### config.mk
export PLATFORM = sky130hd
export DESIGN_NAME = wb_stage
export DESIGN_NICKNAME = d
export VERILOG_FILES = /design/src/rtl/wb_stage.sv
export SDC_FILE = /design/constraint.sdc
export NUM_CORES = 1
export LEC_CHECK = 0
export CAP_MARGIN = 20
export CELL_PAD_IN_SITES_DETAIL_PLACEMENT = 1
export CELL_PAD_IN_SITES_GLOBAL_PLACEMENT = 1
export CORE_MARGIN = 4
export CORE_UTILIZATION = 25
export DETAILED_ROUTE_END_ITERATION = 8
export PLACE_DENSITY = 0.76
export SYNTH_ARGS = -nofsm -noshare
export SYNTH_HDL_FRONTEND = slang
export SYNTH_SLANG_ARGS = --single-unit
### constraint.sdc
create_clock -name clk -period 2.4 [get_ports clk]
set_input_delay 0.72 -clock clk [delete_from_list [all_inputs] [get_ports clk]]
set_output_delay 0.72 -clock clk [all_outputs]
set_load 0.005 [all_outputs]
### src/rtl/wb_stage.sv
// Write-back pipeline register: captures the M-stage result, resolves the register-file
// write strobe, exposes Tnew to the hazard unit and counts retired instructions.
module wb_stage #(
  parameter int DW       = 32,
  parameter int AW       = 5,
  parameter int NSRC     = 5,
  parameter int LINK_OFS = 8
) (
  input  logic              clk,
  input  logic              reset,
  input  logic              in_valid,
  input  logic              in_stall,
  input  logic              in_flush,
  input  logic [DW-1:0]     in_pc,
  input  logic [NSRC*DW-1:0] in_src,
  input  logic [2:0]        in_sel,
  input  logic [AW-1:0]     in_wreg,
  input  logic              in_we,
  input  logic              in_cond_we,
  input  logic              in_cond,
  input  logic [1:0]        in_tnew,
  output logic              w_valid,
  output logic [DW-1:0]     w_pc,
  output logic [DW-1:0]     w_wd,
  output logic [AW-1:0]     w_wreg,
  output logic              w_we,
  output logic [1:0]        w_tnew,
  output logic [31:0]       w_retired
);

  localparam logic [2:0]    SEL_LINK = 3'(NSRC);
  localparam logic [DW-1:0] LINK_ADD = DW'(LINK_OFS);

  logic          valid_q,   valid_d;
  logic [DW-1:0] pc_q,      pc_d;
  logic [DW-1:0] wd_q,      wd_d;
  logic [AW-1:0] wreg_q,    wreg_d;
  logic          we_q,      we_d;
  logic [1:0]    tnew_q,    tnew_d;
  logic [31:0]   retired_q, retired_d;

  logic [DW-1:0] sel_val;
  logic          en_res;

  // Result mux: sources first, then the link address, anything above reads as zero.
  always_comb begin
    sel_val = '0;
    for (int k = 0; k < NSRC; k++) begin
      if (in_sel == 3'(k)) sel_val = in_src[k*DW +: DW];
    end
    if (in_sel == SEL_LINK) sel_val = in_pc + LINK_ADD;
  end

  assign en_res = in_cond_we ? in_cond : in_we;

  always_comb begin
    valid_d   = valid_q;
    pc_d      = pc_q;
    wd_d      = wd_q;
    wreg_d    = wreg_q;
    we_d      = 1'b0;
    tnew_d    = tnew_q;
    retired_d = retired_q;

    // The instruction in W leaves whenever the register takes new contents without a flush.
    if (!in_stall && !in_flush && valid_q) retired_d = retired_q + 32'd1;

    if (in_flush || (!in_stall && !in_valid)) begin
      valid_d = 1'b0;
      pc_d    = '0;
      wd_d    = '0;
      wreg_d  = '0;
      tnew_d  = 2'd0;
    end else if (in_stall) begin
      // Held cycles keep the destination visible but never repeat the write.
      tnew_d = (tnew_q == 2'd0) ? 2'd0 : tnew_q - 2'd1;
    end else begin
      valid_d = 1'b1;
      pc_d    = in_pc;
      wd_d    = sel_val;
      wreg_d  = in_wreg;
      we_d    = en_res && (in_wreg != '0);
      tnew_d  = in_tnew;
    end
  end

  always_ff @(posedge clk) begin
    if (reset) begin
      valid_q   <= 1'b0;
      pc_q      <= '0;
      wd_q      <= '0;
      wreg_q    <= '0;
      we_q      <= 1'b0;
      tnew_q    <= 2'd0;
      retired_q <= '0;
    end else begin
      valid_q   <= valid_d;
      pc_q      <= pc_d;
      wd_q      <= wd_d;
      wreg_q    <= wreg_d;
      we_q      <= we_d;
      tnew_q    <= tnew_d;
      retired_q <= retired_d;
    end
  end

  assign w_valid   = valid_q;
  assign w_pc      = pc_q;
  assign w_wd      = wd_q;
  assign w_wreg    = wreg_q;
  assign w_we      = we_q;
  assign w_tnew    = tnew_q;
  assign w_retired = retired_q;

endmodule
==> results of run 1 <==
[repair_timing]
action                                  CTS  global route
hold endpoints to repair                  0             0
gates resized for setup                   9            10
endpoints found under the setup margin   13            11
gates cloned                              0             0
setup buffers                             0             1
pin swaps                                 2             4
[cell usage in the layout (no fill, tap or decap), drive strengths merged, types with 17 or more instances in the layout]
| cell | n |
|---|---|
| nand4 | 23 |
| a21oi | 31 |
| o22ai | 17 |
| nor2 | 59 |
| o21ai | 62 |
| mux2i | 37 |
| a22oi | 19 |
| dfxtp | 105 |
| xor2 | 27 |
| nand2 | 47 |
| buf | 111 |
| xnor2 | 27 |
| a22o | 33 |
| clkdlybuf4s50 | 304 |
[worst max-delay path: cells and delay by family]
kind	cells	cell delay, ps
AO/OA/AOI/OAI	1	260
XOR/XNOR	1	110
AND/OR/NAND/NOR	3	870
buffers and inverters	2	660
[flip-flops by register name, summed over array words and instances (netlist names)]
signal     cells
w_we           1
w_wd          32
w_valid        1
w_wreg         5
w_pc          32
w_tnew         2
w_retired     32
[path summary, 6_finish.rpt]
path / from / end / slack [ps]
worst max register to register: w_retired[2]$_SDFFE_PP0P_ / w_retired[7]$_SDFFE_PP0P_ / 740
worst min register to register: w_pc[11]$_SDFFE_PP0N_ / w_pc[11]$_SDFFE_PP0N_ / 450
worst min-delay path: w_pc[11]$_SDFFE_PP0N_ / w_pc[11]$_SDFFE_PP0N_ / 450
worst max-delay path: in_pc[18] / w_wd[26]$_SDFFE_PP0N_ / 40
[through the flow]
stage	instance area, um^2	hold slack [ps]	TNS [ps]
2_1_floorplan	5790	449	0
3_3_place_gp	10000	437	-7970
3_5_place_dp	10000	444	-9510
4_1_cts	10300	461	0
5_1_grt	10400	483	-13.3
6_report	10400	455	0
[where the power goes]
part	leakage (nW)	internal, mW	switching [mW]
clock	0.128	0.703	0.706
sequential	0.850	1.77	0.0234
combinational	2.96	0.603	0.418
[final cells by class]
class	count	area [um^2]	share of cell area, %
clock buffers	9	225	2.18
repair buffers	423	4060	39.3
clock inverters	6	42.5	0.411
inverters	13	48.8	0.471
diodes	1	2.50	0.0242
multi-input cells	515	3510	33.9
well taps	285	357	3.44
flip-flops and latches	105	2100	20.3
[cells by family after synthesis]
family / count (synthesis)
buffers and inverters: 61
and+or+nand+nor: 206
AOI/OAI and AO/OA: 205
xor gates and xnor gates: 54
muxes: 48
adders and majority gates: 2
DFF: 105
[per-layer routing]
metal	wire (um)	GRT usage (%)	part of all wire, %
met1	11400	24.8	40
met4	631	5.67	2.2
met2	14400	38.0	51
met3	1890	6.09	6.7
met5	19	0	0.067
==> results.toml, run 1 <==
[setup_path]
required_ps = 2650
critPathSlowestCell = "or4_4"
worstPathMaxFanout = 6
critPathKind = "primary input to flop"
rr_worst_depth = 7
cp_slowest_stage_delay_ps = 550
critical_path_arrival_ps = 2610
crit_path_cell_trace = "clkdlybuf4s50_1, nand4_2, or4_4, buf_6, nor3_1, xor2_1, a32o_1"
startpoint_type = "primary input"
worst_setup_path_end_kind = "flop"

[clocking]
cts_hold_repair.buffers = 0
insertion_delay_ps = 360
numCtsBuffers = 9
cts_tree = "yes"
clock-sinks = 105
clk_pin_slew_ps = 70
root_buffer = "clkbuf_16"
htree_levels = 3
clockBufferDepth = 2

[synth]
ys.flop_type = "dfxtp_1"
syn_nets = 893
synth.distinct_cells = 55
synth-edff-count = 0
yosys.area.top_type = "dfxtp_1"
synthCells = 681
yosysSeqAreaShare_pct = 36.3
netlist_top_cells_area = "dfxtp_1 (36%), mux2i_1 (6.4%), o21ai_0 (5.4%)"
async_flop_share_pct = 0
syn_avg_cell_area_um2 = 8.50
synth_area_mm2 = 0.00579
synthDominantCellAreaShare_pct = 36.3
synth_common_cells = "dfxtp_1 (105), o21ai_0 (62), nor2_1 (59)"
synth_compound_area_share_pct = 23.7
synthAdderAreaFrac_pct = 0.432
synthXorXnorAreaFrac_pct = 8.17
synth_top_family_by_area = "compound AO/OA/AOI/OAI gates"
synth.area.mux_share_pct = 8.92
ys_ff_latch = 105
ys_warn_count = 0
yosysMostFrequentCell = "dfxtp_1"
synthSimpleGateAreaFrac_pct = 18.3

[power_and_ir_drop]
fin_total_pwr_mw = 4.23
p_per_area_mw_per_mm2 = 408
power.leakage_nw = 3.94
irDropWorstVdd_v = 0.000315

[cells_and_area]
final_nets = 1279
area_delta_synth_final_pct = 78.8
final_cells = 1357
layout-drive-gt1-share_pct = 14.4
fillers = 2676
final_util_pct = 45.6

[routing]
wl_um = 28400
firstDrtPassIters = 4
drtIter0Drc = 321
ant_nets = 0
vias = 6905
wire_per_inst_um = 20.9
drc_errors = 0
via_per_inst = 5.09

[sta]
relSlewSlack_pct = 71.3
finalHoldViolCount = 0
layout_worst_path_cycle_share_pct = 98.5
slew_viol_final = 0
setup_viol = 0
fmax_ghz = 0.423
fin_skew_ps = 9.82
setup_slack_ps = 35.1
worst_pin_slew_ps = 430
period_minus_slack_ps = 2360

[global_route]
grt_start_max_net_pins = 33
track_usage_pct = 21.2
grt_pass1_wl_um = 42800
antenna_found_initial = 2
first_global_vias = 7468
overflow = 0

[min_path]
holdCritPathClass = "flop to flop"
whs_path_depth = 2

[status]
status = "complete, no violations"

[place]
port_buffers = 314
placedCellCount = 1340
place_congestion = 0.909
dp_hpwl_um = 23700
dp_slack_ps = -562

[floorplan]
die-height_um = 160
row_count = 55
core_mm2 = 0.0227
io_pins = 315
die-area_mm2 = 0.0257
die_width_um = 160
start_util_pct = 25.5

[flow_run]
max-cap-violations = 0
Power figures use the tool's default switching activity.
==> inputs of run 2 (changes only) <==
--- a/config.mk
+++ b/config.mk
@@ -11,6 +11,7 @@
 export CORE_MARGIN = 4
 export CORE_UTILIZATION = 25
 export DETAILED_ROUTE_END_ITERATION = 8
+export GPL_TIMING_DRIVEN = 0
 export PLACE_DENSITY = 0.76
 export SYNTH_ARGS = -nofsm -noshare
 export SYNTH_HDL_FRONTEND = slang
==> results.toml, run 2 (synthesis results as in run 1) <==
[power_and_ir_drop]
clkPwrFrac_pct = 34.5
power.leakage_nw = 3.58
pwr-share-comb_pct = 22.4
power.switching_mw = 1.14
irDropWorstVdd_v = 0.000308
p_seq_share_pct = 43.1
p_per_area_mw_per_mm2 = 428
intPower_mw = 3.02
netSwitchingFraction_pct = 27.5
fin_total_pwr_mw = 4.17

[clocking]
numCtsBuffers = 9
clock-sinks = 105
insertion_delay_ps = 350
clockBufferDepth = 2
clk_pin_slew_ps = 80
root_buffer = "clkbuf_16"
htree_levels = 3
cts_tree = "yes"

[min_path]
holdCritStartpoint = "w_wd[12]$_SDFFE_PP0N_"
whs_path_depth = 1
holdCritPathClass = "flop to flop"
worstHoldEndpoint = "w_wd[12]$_SDFFE_PP0N_"

[flow_run]
max-cap-violations = 0

[sta]
fin_setup_tns_ps = 0
period_minus_slack_ps = 2370
relSlewSlack_pct = 56.4
fmax_ghz = 0.422
worst_pin_slew_ps = 648
setup_slack_ps = 32.4
layout_worst_path_cycle_share_pct = 98.7
finalHoldViolCount = 0
setup_viol = 0
fin_skew_ps = 5.28
slew_viol_final = 0

[global_route]
track_usage_pct = 21.8
grt_pass1_wl_um = 43200
first_global_vias = 7173
overflow = 0
antenna_found_initial = 1
grt_start_max_net_pins = 18

[place]
placedCellCount = 1278
dp_hpwl_um = 23800
port_buffers = 312
place_area_mm2 = 0.00927
place_congestion = 0.862
dp_slack_ps = -1150

[cells_and_area]
final_nets = 1219
fillers = 2665
layout-drive-gt1-share_pct = 9.29
area_delta_synth_final_pct = 68.1
stdcell_area_mm2 = 0.00973
diodes = 0
layout_common_cells = "clkdlybuf4s50_1 (289), dfxtp_1 (105), o21ai_0 (61)"
final_cells = 1297
layout_commonest_cell = "clkdlybuf4s50_1"

[floorplan]
core_mm2 = 0.0227
die-height_um = 160
die-area_mm2 = 0.0257
die_width_um = 160
start_util_pct = 25.5
row_count = 55
io_pins = 315

[routing]
vias = 6755
firstDrtPassIters = 5
via_per_inst = 5.21
ant_nets = 0
drc_errors = 0
wire_per_inst_um = 22.3
wl_um = 29000
drtIter0Drc = 349

[setup_path]
startpoint_type = "primary input"
critPathKind = "primary input to flop"
r2r_end = "w_retired[18]$_SDFFE_PP0P_"
rr_worst_depth = 6
rr_startpoint = "w_retired[8]$_SDFFE_PP0P_"
reg2reg_slack_ps = 200
critical_path_arrival_ps = 2610
worst_setup_path_end_kind = "flop"
crit_start = "in_pc[6]"
worstPathMaxFanout = 5
required_ps = 2640

[status]
status = "complete, no violations"
## run 2: cell types whose count changed in the layout (fill, tap and decap cells not counted), moves of 5 or more
cell / previous run / this run
clkdlybuf4s50_1: 304 / 289
buf_12: 8 / 0
clkbuf_2: 0 / 20
clkbuf_1: 0 / 13
dlygate4sd2_1: 3 / 10
buf_4: 101 / 9
clkbuf_4: 0 / 5
## run 2: repair_timing
item	4_1_cts	5_1_grt
hold buffers	0	0
setup buffers	1	2
gates resized for setup	78	40
pin swaps	2	2
setup endpoints to repair	81	69
## run 2: worst max-delay path, cell delays in order
cell             delay (ps)
clkdlybuf4s15_1         300
nand4_1                 260
or4_4                   640
or3_1                   390
xor2_1                  190
o22ai_1                  90
## run 2: cell type report
cell class	count	area (um^2)	share of cell area [%]
sequential	105	2100	21.6
timing repair buffer	315	3130	32.1
multi-input combinational	515	3560	36.5
inverter	13	48.8	0.501
clock inverter	6	42.5	0.437
tap	285	357	3.66
clock buffer	10	239	2.46
buffer	48	263	2.70
## run 2: worst max path at each step
| stage | endpoint | slack [ps] | cells after the start |
|---|---|---|---|
| 3_5_place_dp | w_wd[14]$_SDFFE_PP0N_ | -1150 | 7 |
| 4_1_cts | w_wd[25]$_SDFFE_PP0N_ | 3 | 7 |
| 5_1_grt | w_wd[25]$_SDFFE_PP0N_ | -1 | 7 |
| 3_3_place_gp | w_wd[14]$_SDFFE_PP0N_ | -1100 | 7 |
| 6_report | w_wd[20]$_SDFFE_PP0N_ | 30 | 6 |
| 2_1_floorplan | w_wd[25]$_SDFFE_PP0N_ | 4 | 7 |
## run 2: stage by stage
stage	hold slack (ps)	utilization (%)
floorplan	449	-
global placement	435	40.8
detailed placement	446	40.8
CTS	463	42.6
global route	487	42.9
finish	458	42.9
## run 2: routing by layer
| metal | global-route usage (%) | vias up | part of all wire [%] |
|---|---|---|---|
| met3 | 5.52 | 26 | 6.8 |
| met1 | 26.4 | 3288 | 41 |
| met4 | 4.15 | 2 | 1.3 |
| li1 | - | 3194 | - |
| met5 | 0 | - | 0.031 |
| met2 | 39.4 | 245 | 51 |
## run 2: power groups by stage
| stage | Sequential, mW | Clock (mW) | Combinational, mW |
|---|---|---|---|
| 2_1_floorplan | 1.83 | 0 | 0.311 |
| 3_3_place_gp | 1.84 | 0 | 0.913 |
| 3_5_place_dp | 1.84 | 0 | 0.920 |
| 4_1_cts | 1.80 | 1.48 | 0.932 |
| 5_1_grt | 1.80 | 1.55 | 0.999 |
| 6_report | 1.80 | 1.44 | 0.933 |
